--- config.mk ---
export PLATFORM = sky130hd
export DESIGN_NAME = time_set_controller
export DESIGN_NICKNAME = d
export VERILOG_FILES = /design/src/rtl/clock_ctrl_pkg.sv /design/src/rtl/blink_timer.sv /design/src/rtl/time_set_controller.sv
export SDC_FILE = /design/constraint.sdc
export NUM_CORES = 1
export LEC_CHECK = 0
export ABC_AREA = 0
export BUFFER_PORTS_ARGS = -buffer_cell sky130_fd_sc_hd__buf_2
export CORE_MARGIN = 2
export CORE_UTILIZATION = 59
export DETAILED_ROUTE_END_ITERATION = 6
export PLACE_DENSITY_LB_ADDON = 0.1
export SLEW_MARGIN = 0
export SYNTH_ARGS = -nofsm -noshare
export SYNTH_HDL_FRONTEND = slang
export SYNTH_SLANG_ARGS = --single-unit
export TNS_END_PERCENT = 100
--- constraint.sdc ---
create_clock -name clk -period 3.7 [get_ports clk]
set_clock_uncertainty 0.05 [all_clocks]
set_input_delay 0.74 -clock clk [delete_from_list [all_inputs] [get_ports clk]]
set_output_delay 0.74 -clock clk [all_outputs]
set_load 0.02 [all_outputs]
--- src/rtl/clock_ctrl_pkg.sv ---
// rtl/clock_ctrl_pkg.sv - shared types, codes and limits for the time/alarm edit controller
package clock_ctrl_pkg;

    typedef enum logic [2:0] {
        ST_IDLE,
        ST_EDIT_H,
        ST_EDIT_M,
        ST_EDIT_S,
        ST_COMMIT,
        ST_WAIT_EXIT
    } state_t;

    localparam logic [1:0] MODE_RUN       = 2'b00;
    localparam logic [1:0] MODE_SET_TIME  = 2'b01;
    localparam logic [1:0] MODE_SET_ALARM = 2'b10;

    localparam logic [1:0] FIELD_NONE = 2'd0;
    localparam logic [1:0] FIELD_HOUR = 2'd1;
    localparam logic [1:0] FIELD_MIN  = 2'd2;
    localparam logic [1:0] FIELD_SEC  = 2'd3;

    localparam logic [4:0] HOUR24_MAX = 5'd23;
    localparam logic [4:0] HOUR12_MAX = 5'd12;
    localparam logic [5:0] MINSEC_MAX = 6'd59;

    function automatic logic is_set_mode(input logic [1:0] m);
        return (m == MODE_SET_TIME) || (m == MODE_SET_ALARM);
    endfunction

    // Maps a 24 h hour onto the 1..12 range used while editing in 12 h format.
    function automatic logic [4:0] norm_hour12(input logic [4:0] h);
        if (h == 5'd0)
            return HOUR12_MAX;
        else if (h > HOUR12_MAX)
            return h - HOUR12_MAX;
        else
            return h;
    endfunction

endpackage

--- src/rtl/blink_timer.sv ---
// rtl/blink_timer.sv - blink phase generator with synchronous restart to the visible phase
module blink_timer #(
    parameter int BLINK_DIV = 25_000_000
) (
    input  logic clk,
    input  logic reset,
    input  logic i_clr,
    output logic o_blink
);

    localparam int CW = $clog2(BLINK_DIV);

    logic [CW-1:0] r_cnt;
    logic          r_blink;

    always_ff @(posedge clk or negedge reset) begin
        if (!reset) begin
            r_cnt   <= '0;
            r_blink <= 1'b1;
        end else if (i_clr) begin
            r_cnt   <= '0;
            r_blink <= 1'b1;
        end else if (r_cnt == CW'(BLINK_DIV - 1)) begin
            r_cnt   <= '0;
            r_blink <= ~r_blink;
        end else begin
            r_cnt   <= r_cnt + CW'(1);
        end
    end

    assign o_blink = r_blink;

endmodule

--- src/rtl/time_set_controller.sv ---
// rtl/time_set_controller.sv - edit sequencer for time/alarm fields with valid/ack load handshake
module time_set_controller
    import clock_ctrl_pkg::*;
#(
    parameter int BLINK_DIV = 25_000_000
) (
    input  logic       clk,
    input  logic       reset,
    input  logic [1:0] mode,
    input  logic       time_format,
    input  logic       pb_next,
    input  logic       pb_inc,
    input  logic [4:0] cur_h,
    input  logic [5:0] cur_m,
    input  logic [5:0] cur_s,
    input  logic [4:0] alm_h,
    input  logic [5:0] alm_m,
    input  logic [5:0] alm_s,
    output logic [4:0] edit_h,
    output logic [5:0] edit_m,
    output logic [5:0] edit_s,
    output logic [1:0] field_sel,
    output logic       blink,
    output logic       load_valid,
    output logic       load_tgt,
    input  logic       load_ack,
    output logic       busy
);

    state_t     r_state, w_state_nxt;
    logic [1:0] r_mode_q;
    logic [4:0] r_edit_h, w_edit_h_nxt;
    logic [5:0] r_edit_m, w_edit_m_nxt;
    logic [5:0] r_edit_s, w_edit_s_nxt;
    logic       r_load_tgt, w_load_tgt_nxt;
    logic       w_blink_clr;

    logic       w_in_edit;
    logic       w_in_edit_nxt;
    logic       w_entry;
    logic [4:0] w_cap_h_raw;
    logic [4:0] w_cap_h;
    logic [4:0] w_h_inc;
    logic [5:0] w_m_inc;
    logic [5:0] w_s_inc;

    assign w_in_edit = (r_state == ST_EDIT_H) || (r_state == ST_EDIT_M) || (r_state == ST_EDIT_S);
    assign w_entry   = is_set_mode(mode) && (mode != r_mode_q) && ((r_state == ST_IDLE) || w_in_edit);

    assign w_cap_h_raw = (mode == MODE_SET_ALARM) ? alm_h : cur_h;
    assign w_cap_h     = time_format ? norm_hour12(w_cap_h_raw) : w_cap_h_raw;

    // Limits are compared before adding so the sum never needs an extra bit.
    assign w_h_inc = time_format ? ((r_edit_h >= HOUR12_MAX) ? 5'd1 : r_edit_h + 5'd1)
                                 : ((r_edit_h >= HOUR24_MAX) ? 5'd0 : r_edit_h + 5'd1);
    assign w_m_inc = (r_edit_m >= MINSEC_MAX) ? 6'd0 : r_edit_m + 6'd1;
    assign w_s_inc = (r_edit_s >= MINSEC_MAX) ? 6'd0 : r_edit_s + 6'd1;

    always_comb begin
        w_state_nxt    = r_state;
        w_edit_h_nxt   = r_edit_h;
        w_edit_m_nxt   = r_edit_m;
        w_edit_s_nxt   = r_edit_s;
        w_load_tgt_nxt = r_load_tgt;
        w_blink_clr    = 1'b0;

        if (w_entry) begin
            w_edit_h_nxt   = w_cap_h;
            w_edit_m_nxt   = (mode == MODE_SET_ALARM) ? alm_m : cur_m;
            w_edit_s_nxt   = (mode == MODE_SET_ALARM) ? alm_s : cur_s;
            w_load_tgt_nxt = mode[1];
            w_state_nxt    = ST_EDIT_H;
            w_blink_clr    = 1'b1;
        end else begin
            case (r_state)
                ST_EDIT_H, ST_EDIT_M, ST_EDIT_S: begin
                    if (!is_set_mode(mode)) begin
                        w_state_nxt = ST_IDLE;
                    end else begin
                        if (pb_inc) begin
                            w_blink_clr = 1'b1;
                            if (r_state == ST_EDIT_H)
                                w_edit_h_nxt = w_h_inc;
                            else if (r_state == ST_EDIT_M)
                                w_edit_m_nxt = w_m_inc;
                            else
                                w_edit_s_nxt = w_s_inc;
                        end
                        if (pb_next) begin
                            w_blink_clr = 1'b1;
                            if (r_state == ST_EDIT_H)
                                w_state_nxt = ST_EDIT_M;
                            else if (r_state == ST_EDIT_M)
                                w_state_nxt = ST_EDIT_S;
                            else
                                w_state_nxt = ST_COMMIT;
                        end
                    end
                end
                ST_COMMIT: begin
                    if (load_ack)
                        w_state_nxt = ST_WAIT_EXIT;
                end
                ST_WAIT_EXIT: begin
                    if (!is_set_mode(mode))
                        w_state_nxt = ST_IDLE;
                end
                default: begin
                    w_state_nxt = r_state;
                end
            endcase
        end

        // Holding the timer cleared outside editing keeps the field visible.
        if (!w_in_edit_nxt)
            w_blink_clr = 1'b1;
    end

    assign w_in_edit_nxt = (w_state_nxt == ST_EDIT_H) || (w_state_nxt == ST_EDIT_M) ||
                           (w_state_nxt == ST_EDIT_S);

    always_ff @(posedge clk or negedge reset) begin
        if (!reset) begin
            r_state    <= ST_IDLE;
            r_mode_q   <= MODE_RUN;
            r_edit_h   <= '0;
            r_edit_m   <= '0;
            r_edit_s   <= '0;
            r_load_tgt <= 1'b0;
        end else begin
            r_state    <= w_state_nxt;
            r_mode_q   <= mode;
            r_edit_h   <= w_edit_h_nxt;
            r_edit_m   <= w_edit_m_nxt;
            r_edit_s   <= w_edit_s_nxt;
            r_load_tgt <= w_load_tgt_nxt;
        end
    end

    blink_timer #(
        .BLINK_DIV (BLINK_DIV)
    ) u_blink_timer (
        .clk     (clk),
        .reset   (reset),
        .i_clr   (w_blink_clr),
        .o_blink (blink)
    );

    always_comb begin
        field_sel = FIELD_NONE;
        case (r_state)
            ST_EDIT_H: field_sel = FIELD_HOUR;
            ST_EDIT_M: field_sel = FIELD_MIN;
            ST_EDIT_S: field_sel = FIELD_SEC;
            default:   field_sel = FIELD_NONE;
        endcase
    end

    assign edit_h     = r_edit_h;
    assign edit_m     = r_edit_m;
    assign edit_s     = r_edit_s;
    assign load_tgt   = r_load_tgt;
    assign load_valid = (r_state == ST_COMMIT);
    assign busy       = (r_state != ST_IDLE);

endmodule
==> impl_metrics.json <==
{
  "grt_setup_unrepaired": "false",
  "grt_pass1_vias": 2547,
  "fp.dieH_um": 76.4,
  "start_util_pct": 61.0,
  "place_hpwl_mm": 4.92,
  "hold_start": "load_tgt$_DFFE_PN0N_",
  "post_drt_wl_per_cell_um": 14.5,
  "portBuffers": 64,
  "fillers": 419,
  "slew_viol_final": 0,
  "synth_top_cell_area_share_pct": 38.8,
  "post-route-drc-count": 0,
  "synth_fp_nets": 399,
  "synth.avg_cell_area_sq_um": 8.87,
  "die-area_sq_um": 5840,
  "clk-insertion-delay-late_ps": 310,
  "hold_viol_final": 0,
  "cts_tree": "yes",
  "final_cell_count_no_fill": 476,
  "synth_edf_count": 0,
  "r2r_start": "u_blink_timer.r_cnt[7]$_DFF_PN0_",
  "async_flop_share_pct": 100,
  "final_area_sq_um": 3540,
  "reg2reg_slack_ps": 1730,
  "synth_area_sq_um": 3090,
  "synth_area_leaders": "dfrtp_1, xor2_1, nor2_1, mux2i_1, a21oi_1",
  "yosysSeqAreaShare_pct": 39.7,
  "path_clk_slew_ps": 100,
  "grt_overflow": 0,
  "place_area_sq_um": 3430,
  "dpl.cell_count": 468,
  "final_cell_mix": "buf_2, nor2_1, dfrtp_1",
  "routabilityCongestion": 0.947,
  "powerDensity_nw_per_um2": 489,
  "h-tree-depth": 2,
  "num_antenna_cells": 0,
  "drtAntennaViolNets": 0,
  "worstPathArrival_ps": 2730,
  "clockBufferDepth": 2,
  "maxCapViolCount": 0,
  "worstPathMaxFanout": 7,
  "post-route-period-util_pct": 69.8,
  "die_x_um": 76.4,
  "vias_per_cell": 5.93,
  "min_to": "load_tgt$_DFFE_PN0N_",
  "route.vias.total": 2823,
  "ys_types": 53,
  "cts_resized": 0,
  "ys_warn_count": 0,
  "cts_sinks": 49,
  "grt_max_degree": 38,
  "rr_worst_depth": 5,
  "rows": 26,
  "period_needed_ps": 2580,
  "outcome": "finished clean",
  "nets": 455,
  "drive_gt1_share_pct": 19.5,
  "ctsHoldBuffers": 0,
  "yosys.area.top_type": "dfrtp_1",
  "grt_pass1_wl_mm": 11.6,
  "start_kind": "input port",
  "min_path_type": "reg -> reg",
  "cts_setup_buffers": 0,
  "ys_seq_elements": 49,
  "final_common_cell": "buf_2",
  "vdd_drop_max_uv": 349,
  "relSlewSlack_pct": 43.4,
  "drt_first_pass_iters": 5,
  "leakage_nw": 1.60,
  "antenna_found_initial": 0,
  "netlist_instances": 349,
  "cts_inserted_buffers": 5,
  "synthToLayoutAreaGrowth_pct": 14.4,
  "critPathRequiredTime_ps": 3850,
  "io_pins": 65,
  "max_freq_mhz": 387,
  "final.setup.tns_ps": 0,
  "finalSetupViolations": 0,
  "synth_ff_type": "dfrtp_1",
  "drt_iter0_markers": 236,
  "cp-end-kind": "flop",
  "root_buffer": "clkbuf_8",
  "crit_type": "in -> reg",
  "worst_slew_pin_slew_ps": 850,
  "core_area_sq_um": 5070,
  "r2r-end": "u_blink_timer.r_cnt[15]$_DFF_PN0_",
  "grt_use_total_pct": 24.2,
  "min_path_cells": 2,
  "wl_mm": 6.91
}
-- stage by stage --
step	hold slack (ps)	setup WS [ps]	power [mW]	utilization, %
after floorplan	394	1080	1.16	-
after global placement	418	880	1.33	67.5
after detailed placement	421	818	1.35	67.5
after CTS	443	1150	1.73	69.7
after global routing	480	899	1.83	69.7
final	437	1120	1.73	69.7
-- worst max-delay path, cell delays in order --
cell and delay, ps:
buf_2 120, inv_1 50, ha_1 340, mux2i_1 370, inv_1 110, ha_1 240, a221oi_1 350, nor3_1 110
o31a_1 320
-- report_power, final --
group	internal [mW]	leakage (nW)	switching, mW
logic	0.242	0.923	0.370
registers	0.607	0.622	0.126
clock network	0.203	0.0554	0.183
total	1.05	1.60	0.679
-- cell usage after synthesis (all sizes together) (2+ instances only) --
library cell,instances
o311a,2
dfrtp,48
nor2b,6
nand2,22
nor4,2
a221o,2
nand3,19
inv,14
nor2,51
clkbuf,7
buf,11
and4,6
o2111a,2
o21a,2
or3,2
and3,8
mux2i,17
xnor2,3
nand4,9
a31oi,4
a221oi,3
xor2,23
a211oi,2
a22oi,8
ha,8
o21ai,15
nor4b,2
nor3,8
a21o,2
nand2b,2
a21oi,23
-- layer usage --
metal	part of all wire [%]	wire, um	vias to the layer above	GRT usage (%)
li1	-	-	1364	-
met1	46	3210	1356	33.5
met2	47	3220	93	38.3
met3	5.5	382	10	4.98
met4	1.3	93	0	7.45
met5	0	0	-	0
-- registers in the layout, indices dropped and copies added, names as in the netlist --
register / flops
edit_m: 6
r_mode_q: 2
edit_h: 5
edit_s: 6
u_blink_timer.o_blink: 1
r_state: 3
load_tgt: 1
u_blink_timer.r_cnt: 25
-- worst max path at each step --
| stage | start | to | slack (ps) | cells after the start |
|---|---|---|---|---|
| floorplan | mode[0] | edit_h[3]$_DFFE_PN0P_ | 1080 | 9 |
| global placement | mode[0] | edit_h[3]$_DFFE_PN0P_ | 880 | 9 |
| detailed placement | mode[0] | edit_h[3]$_DFFE_PN0P_ | 820 | 9 |
| CTS | mode[0] | edit_h[3]$_DFFE_PN0P_ | 1150 | 9 |
| global route | mode[0] | edit_h[3]$_DFFE_PN0P_ | 900 | 9 |
| finish | mode[0] | edit_h[3]$_DFFE_PN0P_ | 1120 | 9 |
-- cell families (layout without fill, tap and decap cells) --
| family | after synthesis | after routing | share of synthesized area, % |
|---|---|---|---|
| simple gates | 141 | 141 | 23.0 |
| compound gates | 75 | 75 | 16.1 |
| flops | 49 | 49 | 39.7 |
| buf+inv | 32 | 89 | 4.85 |
| xor+xnor | 26 | 26 | 7.36 |
| mux | 18 | 18 | 5.86 |
| fa+ha+maj | 8 | 8 | 3.24 |
-- cell type report --
| cell class | count | area (sq um) | share of cell area (%) |
|---|---|---|---|
| timing repair buffer | 67 | 343 | 9.69 |
| clock buffer | 6 | 72.6 | 2.05 |
| clock inverter | 2 | 38.8 | 1.10 |
| tap | 70 | 87.6 | 2.48 |
| sequential | 49 | 1230 | 34.7 |
| inverter | 14 | 52.6 | 1.49 |
| multi-input combinational | 268 | 1720 | 48.5 |
(Power assumes the default switching activity.)
